--- src/rtl/axil_arb_pkg.sv ---
// Shared types and helpers for the AXI-Lite request arbiter.
// The AXIL_ARB_TIMEOUT_EN build adds the DRAIN recovery path.
package axil_arb_pkg;

  typedef enum logic [2:0] {
    IDLE,
    WR_ADDR,
    WR_RESP,
    RD_ADDR,
    RD_RESP,
    DRAIN
  } state_t;

  localparam logic [1:0] RESP_OKAY   = 2'b00;
  localparam logic [1:0] RESP_SLVERR = 2'b10;
  localparam int         MAX_M       = 8;

  // Returns {found, index}: first requester at or after ptr, modulo n.
  function automatic logic [3:0] rr_pick(
    input logic [MAX_M-1:0] req,
    input logic [2:0]       ptr,
    input int               n
  );
    logic [3:0] r;
    int         j;
    r = '0;
    for (int i = 0; i < MAX_M; i++) begin
      j = (int'(ptr) + i) % n;
      if (i < n && !r[3] && req[j]) r = {1'b1, 3'(j)};
    end
    return r;
  endfunction

endpackage

--- src/rtl/axil_req_arb_picker.sv ---
// Rotating-priority picker: one-hot grant plus its index.
// Purely combinational; the top registers the result.
module axil_rr_picker
  import axil_arb_pkg::*;
#(
  parameter int NUM_M = 2,
  parameter int IW    = 1
) (
  input  logic [NUM_M-1:0] req,
  input  logic [IW-1:0]    rr_ptr,
  output logic [NUM_M-1:0] gnt,
  output logic [IW-1:0]    idx,
  output logic             found
);

  logic [MAX_M-1:0] req_x;
  logic [2:0]       ptr_x;
  logic [3:0]       pick;

  always_comb begin
    req_x            = '0;
    req_x[NUM_M-1:0] = req;
    ptr_x            = '0;
    ptr_x[IW-1:0]    = rr_ptr;
    pick             = rr_pick(req_x, ptr_x, NUM_M);
    found            = pick[3];
    idx              = IW'(pick[2:0]);
    gnt              = '0;
    if (found) gnt[idx] = 1'b1;
  end

endmodule

--- src/rtl/axil_req_arb.sv ---
// Round-robin arbiter sharing one AXI-Lite slave among NUM_M masters.
// Define AXIL_ARB_TIMEOUT_EN for the response watchdog and DRAIN state.
module axil_req_arb
  import axil_arb_pkg::*;
#(
  parameter int NUM_M   = 2,
  parameter int ADDR_W  = 15,
  parameter int DATA_W  = 32,
  parameter int TIMEOUT = 255
) (
  input  logic                      axi_clk,
  input  logic                      axi_reset,
  input  logic [NUM_M-1:0]          m_awvalid,
  output logic [NUM_M-1:0]          m_awready,
  input  logic [NUM_M*ADDR_W-1:0]   m_awaddr,
  input  logic [NUM_M-1:0]          m_wvalid,
  output logic [NUM_M-1:0]          m_wready,
  input  logic [NUM_M*DATA_W-1:0]   m_wdata,
  input  logic [NUM_M*DATA_W/8-1:0] m_wstrb,
  output logic [NUM_M-1:0]          m_bvalid,
  input  logic [NUM_M-1:0]          m_bready,
  output logic [NUM_M*2-1:0]        m_bresp,
  input  logic [NUM_M-1:0]          m_arvalid,
  output logic [NUM_M-1:0]          m_arready,
  input  logic [NUM_M*ADDR_W-1:0]   m_araddr,
  output logic [NUM_M-1:0]          m_rvalid,
  input  logic [NUM_M-1:0]          m_rready,
  output logic [NUM_M*DATA_W-1:0]   m_rdata,
  output logic [NUM_M*2-1:0]        m_rresp,
  output logic                      s_awvalid,
  input  logic                      s_awready,
  output logic [ADDR_W-1:0]         s_awaddr,
  output logic                      s_wvalid,
  input  logic                      s_wready,
  output logic [DATA_W-1:0]         s_wdata,
  output logic [DATA_W/8-1:0]       s_wstrb,
  input  logic                      s_bvalid,
  output logic                      s_bready,
  input  logic [1:0]                s_bresp,
  output logic                      s_arvalid,
  input  logic                      s_arready,
  output logic [ADDR_W-1:0]         s_araddr,
  input  logic                      s_rvalid,
  output logic                      s_rready,
  input  logic [DATA_W-1:0]         s_rdata,
  input  logic [1:0]                s_rresp
);

  localparam int SW = DATA_W / 8;
  localparam int IW = (NUM_M > 1) ? $clog2(NUM_M) : 1;

  state_t          state, state_d;
  logic [IW-1:0]   grant, rr_ptr, nxt_ptr, pick_idx;
  logic [NUM_M-1:0] req_wr, req_any, pick_gnt;
  logic            pick_found, pick_wr;
  logic            aw_done, w_done, aw_hs, w_hs;
  logic            to_hit;
  int unsigned     g;

  assign req_wr  = m_awvalid & m_wvalid;
  assign req_any = req_wr | m_arvalid;
  assign pick_wr = |(pick_gnt & req_wr);
  assign g       = 32'(grant);
  assign nxt_ptr = (g == NUM_M - 1) ? '0 : grant + 1'b1;

  axil_rr_picker #(
    .NUM_M (NUM_M),
    .IW    (IW)
  ) u_pick (
    .req    (req_any),
    .rr_ptr (rr_ptr),
    .gnt    (pick_gnt),
    .idx    (pick_idx),
    .found  (pick_found)
  );

`ifdef AXIL_ARB_TIMEOUT_EN
  localparam int CW = $clog2(TIMEOUT + 1);
  logic [CW-1:0] cnt;

  assign to_hit = (cnt == CW'(TIMEOUT));

  // Cleared on every state change; saturates at the limit.
  always_ff @(posedge axi_clk or posedge axi_reset) begin
    if (axi_reset) begin
      cnt <= '0;
    end else if (state_d != state) begin
      cnt <= '0;
    end else if ((state == WR_RESP || state == RD_RESP ||
                  state == DRAIN) && !to_hit) begin
      cnt <= cnt + 1'b1;
    end
  end
`else
  assign to_hit = 1'b0;
`endif

  always_comb begin
    state_d   = state;
    aw_hs     = 1'b0;
    w_hs      = 1'b0;
    m_awready = '0;
    m_wready  = '0;
    m_arready = '0;
    m_bvalid  = '0;
    m_bresp   = '0;
    m_rvalid  = '0;
    m_rdata   = '0;
    m_rresp   = '0;
    s_awvalid = 1'b0;
    s_awaddr  = '0;
    s_wvalid  = 1'b0;
    s_wdata   = '0;
    s_wstrb   = '0;
    s_bready  = 1'b0;
    s_arvalid = 1'b0;
    s_araddr  = '0;
    s_rready  = 1'b0;
    unique case (state)
      IDLE: begin
        if (pick_found) state_d = pick_wr ? WR_ADDR : RD_ADDR;
      end
      WR_ADDR: begin
        s_awvalid        = m_awvalid[grant] & ~aw_done;
        s_awaddr         = m_awaddr[g*ADDR_W +: ADDR_W];
        s_wvalid         = m_wvalid[grant] & ~w_done;
        s_wdata          = m_wdata[g*DATA_W +: DATA_W];
        s_wstrb          = m_wstrb[g*SW +: SW];
        m_awready[grant] = s_awready & ~aw_done;
        m_wready[grant]  = s_wready & ~w_done;
        aw_hs            = s_awvalid & s_awready;
        w_hs             = s_wvalid & s_wready;
        if ((aw_done | aw_hs) & (w_done | w_hs)) state_d = WR_RESP;
      end
      WR_RESP: begin
        if (to_hit) begin
          m_bvalid[grant]  = 1'b1;
          m_bresp[g*2 +: 2] = RESP_SLVERR;
          if (m_bready[grant]) state_d = DRAIN;
        end else begin
          s_bready          = m_bready[grant];
          m_bvalid[grant]   = s_bvalid;
          m_bresp[g*2 +: 2] = s_bresp;
          if (s_bvalid & m_bready[grant]) state_d = IDLE;
        end
      end
      RD_ADDR: begin
        s_arvalid        = m_arvalid[grant];
        s_araddr         = m_araddr[g*ADDR_W +: ADDR_W];
        m_arready[grant] = s_arready;
        if (m_arvalid[grant] & s_arready) state_d = RD_RESP;
      end
      RD_RESP: begin
        if (to_hit) begin
          m_rvalid[grant]   = 1'b1;
          m_rresp[g*2 +: 2] = RESP_SLVERR;
          if (m_rready[grant]) state_d = DRAIN;
        end else begin
          s_rready                   = m_rready[grant];
          m_rvalid[grant]            = s_rvalid;
          m_rdata[g*DATA_W +: DATA_W] = s_rdata;
          m_rresp[g*2 +: 2]          = s_rresp;
          if (s_rvalid & m_rready[grant]) state_d = IDLE;
        end
      end
`ifdef AXIL_ARB_TIMEOUT_EN
      DRAIN: begin
        // Swallow the late slave response, or give up after another limit.
        s_bready = 1'b1;
        s_rready = 1'b1;
        if (s_bvalid | s_rvalid | to_hit) state_d = IDLE;
      end
`endif
      default: state_d = IDLE;
    endcase
  end

  always_ff @(posedge axi_clk or posedge axi_reset) begin
    if (axi_reset) state <= IDLE;
    else           state <= state_d;
  end

  always_ff @(posedge axi_clk or posedge axi_reset) begin
    if (axi_reset) begin
      grant   <= '0;
      rr_ptr  <= '0;
      aw_done <= 1'b0;
      w_done  <= 1'b0;
    end else begin
      if (state == IDLE && pick_found) begin
        grant   <= pick_idx;
        aw_done <= 1'b0;
        w_done  <= 1'b0;
      end
      if (aw_hs) aw_done <= 1'b1;
      if (w_hs)  w_done  <= 1'b1;
      if (state != IDLE && state_d == IDLE) rr_ptr <= nxt_ptr;
    end
  end

endmodule

--- config.mk ---
export PLATFORM = sky130hd
export DESIGN_NAME = axil_req_arb
export DESIGN_NICKNAME = d
export VERILOG_FILES = /design/src/rtl/axil_arb_pkg.sv /design/src/rtl/axil_req_arb_picker.sv /design/src/rtl/axil_req_arb.sv
export SDC_FILE = /design/constraint.sdc
export NUM_CORES = 1
export LEC_CHECK = 0
export CORE_AREA = 4 4 130 132
export DETAILED_ROUTE_END_ITERATION = 8
export DIE_AREA = 0 0 134 136
export PLACE_DENSITY = 0.62
export SLEW_MARGIN = 10
export SYNTH_ARGS = -nofsm -noshare
export SYNTH_HDL_FRONTEND = slang
export SYNTH_SLANG_ARGS = --single-unit
--- constraint.sdc ---
create_clock -name axi_clk -period 1.75 [get_ports axi_clk]
set_clock_uncertainty 0.05 [all_clocks]
set_input_delay 0.4375 -clock axi_clk [delete_from_list [all_inputs] [get_ports axi_clk]]
set_output_delay 0.4375 -clock axi_clk [all_outputs]
set_load 0.005 [all_outputs]
==> impl_metrics.tcl, run 1 <==
set metrics [dict create \
    status "finished with violations" \
    violations "negative setup slack" \
    worstMarginPinSlew_ns 0.363 \
    yosys-top-cells-count "nor2_1, and2_1, mux2i_1" \
    antenna_found_initial 0 \
    r2r_slack_ns -0.27 \
    synth_xor_area_frac 0 \
    holdWs_ns 0.442 \
    grt_pass1_wl_um 23600 \
    maxSlewViolCount 0 \
    numCtsBuffers 3 \
    rsz0062_at_grt "yes" \
    drt-wirelength-per-cell_um 18.7 \
    hold_violations 0 \
    setup_viol 158 \
    worst_hold_path_type "in2async" \
    root_buffer "clkbuf_16" \
    synth-compound-area-share 0.0659 \
    ir_drop_v 0.000666 \
    chipHeight_um 136 \
    period_needed_ns 2.15 \
    grt_usage 0.167 \
    critPathBufInv 4 \
    htreeDepth 1 \
    crit_type "reg2out" \
    worstSetupEndpointType "output port" \
    synth_top_family_by_area "simple AND/OR/NAND/NOR gates" \
    final_nets 929 \
    critPathArrivalTime_ns 1.66 \
    drtPass1Iterations 4 \
    fin_area_um2 7850 \
    die-area_um2 18200 \
    synth_fa_ha_area_frac 0 \
    synth_top_cell_area_share 0.332 \
    place.gp.congestion 0.896 \
    cellLeakagePower_nw 3.56 \
    path_max_fanout 7 \
    synthSimpleGateAreaFrac 0.437 \
    grt_pass1_vias 4082 \
    num_vias 3993 \
    clk_latency_ns 0.23 \
    synth.distinct_cells 32 \
    initial_core_util 0.134 \
    synth_area_um2 2110 \
    cp_slowest_cell "dfrtp_1" \
    syn_inst 305 \
    synth_area_leaders "mux2i_1, and2_1, nor2_1, dfrtp_1, and3_1" \
    crit_family "buffers and inverters" \
    cellPowerDensity_nw_per_um2 1180 \
    grt_max_degree 19 \
    ant_nets 0 \
    fin_cells 959 \
    drv_cap 0 \
    fill_cells 1399 \
    cts.sinks 7 \
    dp_hpwl_um 12600 \
    io_buffer_count 337 \
    fin_crit_sh 1.23 \
    synthArstFlopShare 1.00 \
    synth_seq_cells 7 \
    die_width_um 134 \
    core_area_um2 15700 \
    crit_top_cell "buf_6" \
    fin_util 0.499 \
    p_total_mw 9.26 \
    pin_count 338 \
    synth_top_cell_by_area "mux2i_1" \
    required_ns 1.26 \
    grt_remaining_overflow 0 \
    synth.most_common_cell "nor2_1" \
    drt-initial-drc-count 92 \
    synth_edf_count 0 \
    cts_buffer_depth 2 \
    setup-tns-final_ns -46.34 \
    synth_flop_cell "dfrtp_1" \
    yosysSeqAreaShare 0.0831 \
    critPathMaxStageDelay_ns 0.40 \
    area_growth_pct 272 \
    diodes 0 \
    yosysWarningCount 0 \
    drc 0 \
    start_kind "flip-flop" \
    viasPerCell 4.16 \
    synth_nets 490 \
    slew_headroom 0.756 \
    rows 46 \
    holdBufCountCts 0 \
    cp_cell_sequence "buf_6 -> nor2_4 -> nand2_4 -> buf_12 -> buf_6 -> nor2_4 -> buf_6" \
    cts_tree "done" \
    place_area_um2 6110 \
    clkTransAtPathRegs_ns 0.04 \
    synth.avg_cell_area_um2 6.91 \
    muxShareOfSynthArea 0.348 \
    dp.cells 889 \
    post-place-ws_ns -0.668 \
    fin_ws_ns -0.397 \
    drive_above_1_share 0.610 \
    fmax_mhz 466 \
    wl_um 18000 \
]
[registers in the layout, summed over array words and instances, names as in the netlist]
| name | cells |
|---|---|
| aw_done | 1 |
| w_done | 1 |
| state | 3 |
| rr_ptr | 1 |
| grant | 1 |
[final cells by class]
class / count / area [µm²] / area share
well taps: 216 / 270 / 0.0344
multi-input cells: 273 / 2720 / 0.347
inverters: 3 / 15.0 / 0.00191
flip-flops and latches: 7 / 180 / 0.0230
repair buffers: 456 / 4580 / 0.584
clock buffers: 4 / 78.8 / 0.0100
[worst paths after layout]
kind                               end  cells past startpoint       from
max                        s_wdata[12]                      7   state[1]
min                              grant                      2  axi_reset
max reg2reg                     rr_ptr                      7   state[0]
min reg2reg                      grant                      2     rr_ptr
max in group asynchronous        grant                      2  axi_reset
min in group axi_clk             grant                      2     rr_ptr
[layer usage]
metal,part of all wire,global-route usage,vias up
met5,0,0,-
met4,0.0095,0.0246,0
met2,0.58,0.327,151
li1,-,-,1905
met3,0.049,0.0322,14
met1,0.37,0.189,1923
[power by group]
| part | switching [mW] | total [mW] | internal (mW) |
|---|---|---|---|
| Sequential | 0.155 | 0.399 | 0.244 |
| Combinational | 3.53 | 8.47 | 4.93 |
| Clock | 0.0903 | 0.394 | 0.304 |
| Total | 3.78 | 9.26 | 5.48 |
[layout by cell type (no fill, tap or decap), types with 18 or more instances in the layout]
| cell | synthesis | layout |
|---|---|---|
| nor2_2 | 2 | 22 |
| buf_12 | 0 | 18 |
| buf_6 | 1 | 119 |
| buf_2 | 9 | 80 |
| mux2i_4 | 1 | 21 |
| clkdlybuf4s50_1 | 0 | 184 |
| nor2_1 | 77 | 20 |
| nor2_4 | 0 | 37 |
| buf_4 | 6 | 33 |
| and2_4 | 0 | 55 |
| mux2i_1 | 70 | 39 |
[what timing repair did]
action,in CTS,in global routing
setup buffers,60,19
hold endpoints to repair,0,0
setup endpoints to repair,156,156
cloned,11,7
resized for setup,779,249
pin swaps,53,61
[kinds of logic after synthesis]
| family | Yosys count |
|---|---|
| AO/OA/AOI/OAI | 18 |
| AND/OR/NAND/NOR | 182 |
| flip-flops | 7 |
| multiplexers | 72 |
| buffers and inverters | 26 |
Note: power is estimated with default switching activity, not from simulation.
==> run 2, diff against run 1 <==
- CTS_CLUSTER_DIAMETER: not set -> 120
==> results of run 2 <==
No change in the layout: final DEF, timing and power equal those of run 1.
==> run 3, diff against run 2 <==
- SKIP_LAST_GASP: not set -> 1
==> impl_metrics.tcl, run 3 (synthesis gave the netlist of run 1 again) <==
set metrics [dict create \
    status "finished with violations" \
    violations "negative setup slack" \
    post-place-ws_ns -0.668 \
    chipHeight_um 136 \
    worstMarginPinSlew_ns 0.375 \
    multi_input_area_um2 2650 \
    io_buffer_count 337 \
    ir_drop_v 0.000684 \
    cts_tree "done" \
    wl_um 17700 \
    cellPowerDensity_nw_per_um2 1170 \
    drive_above_1_share 0.568 \
    maxSlewViolCount 0 \
    pin_count 338 \
    grt_pass1_wl_um 23600 \
    grt_usage 0.167 \
    regToRegStartpoint "grant" \
    die-area_um2 18200 \
    area_growth_pct 269 \
    path_max_fanout 4 \
    largest_register_ffs 3 \
    worst_hold_path_type "in2async" \
    crit_type "reg2out" \
    setup_viol 158 \
    fmax_mhz 456 \
    required_ns 1.26 \
    clk_latency_ns 0.23 \
    cellLeakagePower_nw 3.58 \
    holdBufCountCts 0 \
    r2r-end "rr_ptr" \
    place.gp.congestion 0.896 \
    worstSetupEndpointType "output port" \
    regMostFlops "state" \
    hold_violations 0 \
    drtPass1Iterations 4 \
    numCtsBuffers 3 \
    fin_crit_sh 1.25 \
    grt_pass1_vias 4133 \
    rows 46 \
    final_common_cell "clkdlybuf4s50_1" \
    die_width_um 134 \
    cts_buffer_depth 2 \
    diodes 0 \
    cts.sinks 7 \
    rr_worst_depth 7 \
    core_area_um2 15700 \
    grt_max_degree 19 \
    dp_hpwl_um 12600 \
    start_kind "flip-flop" \
    antenna_found_initial 0 \
    critPathArrivalTime_ns 1.71 \
    p_total_mw 9.11 \
    ant_nets 0 \
    root_buffer "clkbuf_16" \
    fin_ws_ns -0.444 \
    drt-initial-drc-count 121 \
    num_vias 3954 \
    viasPerCell 4.09 \
    slew_headroom 0.749 \
    htreeDepth 1 \
    drt-wirelength-per-cell_um 18.3 \
    initial_core_util 0.134 \
    r2r_slack_ns -0.23 \
    fill_cells 1401 \
    seqCellArea_um2 180 \
    clkTransAtPathRegs_ns 0.04 \
    drc 0 \
    final_nets 936 \
    period_needed_ns 2.19 \
    drv_cap 0 \
    grt_remaining_overflow 0 \
    rsz0062_at_grt "yes" \
    final_cell_mix "clkdlybuf4s50_1, buf_6, buf_2" \
]
## run 3: changes by cell type in the layout (fill, tap and decap cells not counted), moves of 8 or more
cell	change
buf_6	-10
and2_4	-10
nor2_2	-10
and2_1	+10
nor2_1	+12
buf_4	+8
## run 3: cell type report
cell class | count | area share
tap | 216 | 0.0348
inverter | 3 | 0.00193
timing repair buffer | 464 | 0.589
multi-input combinational | 272 | 0.341
sequential | 7 | 0.0232
clock buffer | 4 | 0.0101
## run 3: worst max path at each step
stage              from            to
6_report       state[0]   m_rdata[53]
5_1_grt        state[0]   m_rdata[53]
4_1_cts        state[1]   m_rdata[60]
3_5_place_dp   s_bvalid   m_bvalid[1]
3_3_place_gp   s_bvalid   m_bvalid[1]
2_1_floorplan  state[2]  s_araddr[10]
## run 3: power by group
group	leakage [nW]	internal, mW	switching [mW]
registers	0.0839	0.244	0.153
logic	3.46	4.88	3.43
clock network	0.0382	0.303	0.0887
total	3.58	5.43	3.68
## run 3: stage by stage
stage                     cells  TNS, ns  utilization  hold WS [ns]  cell area (µm²)
after CTS                   959   -52.69        0.455         0.471             7150
after floorplan             305        0            -         0.191             2110
final                       966   -49.14        0.495         0.439             7770
after detailed placement    889   -62.78        0.389         0.505             6110
after global routing        966   -57.65        0.495         0.498             7770
after global placement      889   -58.77        0.389         0.512             6110
## run 3: metal layers
layer / routed length [µm] / vias up / GRT usage / part of all wire
met5: 0 / - / 0 / 0
met4: 227 / 0 / 0.0217 / 0.013
met3: 1010 / 16 / 0.0315 / 0.057
met2: 9960 / 168 / 0.334 / 0.56
met1: 6490 / 1854 / 0.186 / 0.37
li1: - / 1916 / - / -
## run 3: what timing repair did
item	in CTS	in global routing
gates cloned	11	6
setup endpoints to repair	156	156
resized for setup	728	246
pin swaps	51	71
hold endpoints to repair	0	0
setup buffers	60	26
## run 3: critical path, cell delays in order (launching register included)
cell     delay [ns]
dfrtp_1        0.39
nor2_2         0.14
nand2_2        0.12
buf_6          0.15
nor2_4         0.10
buf_6          0.15
buf_6          0.10
buf_6          0.11
and2_4         0.13
buf_6          0.09
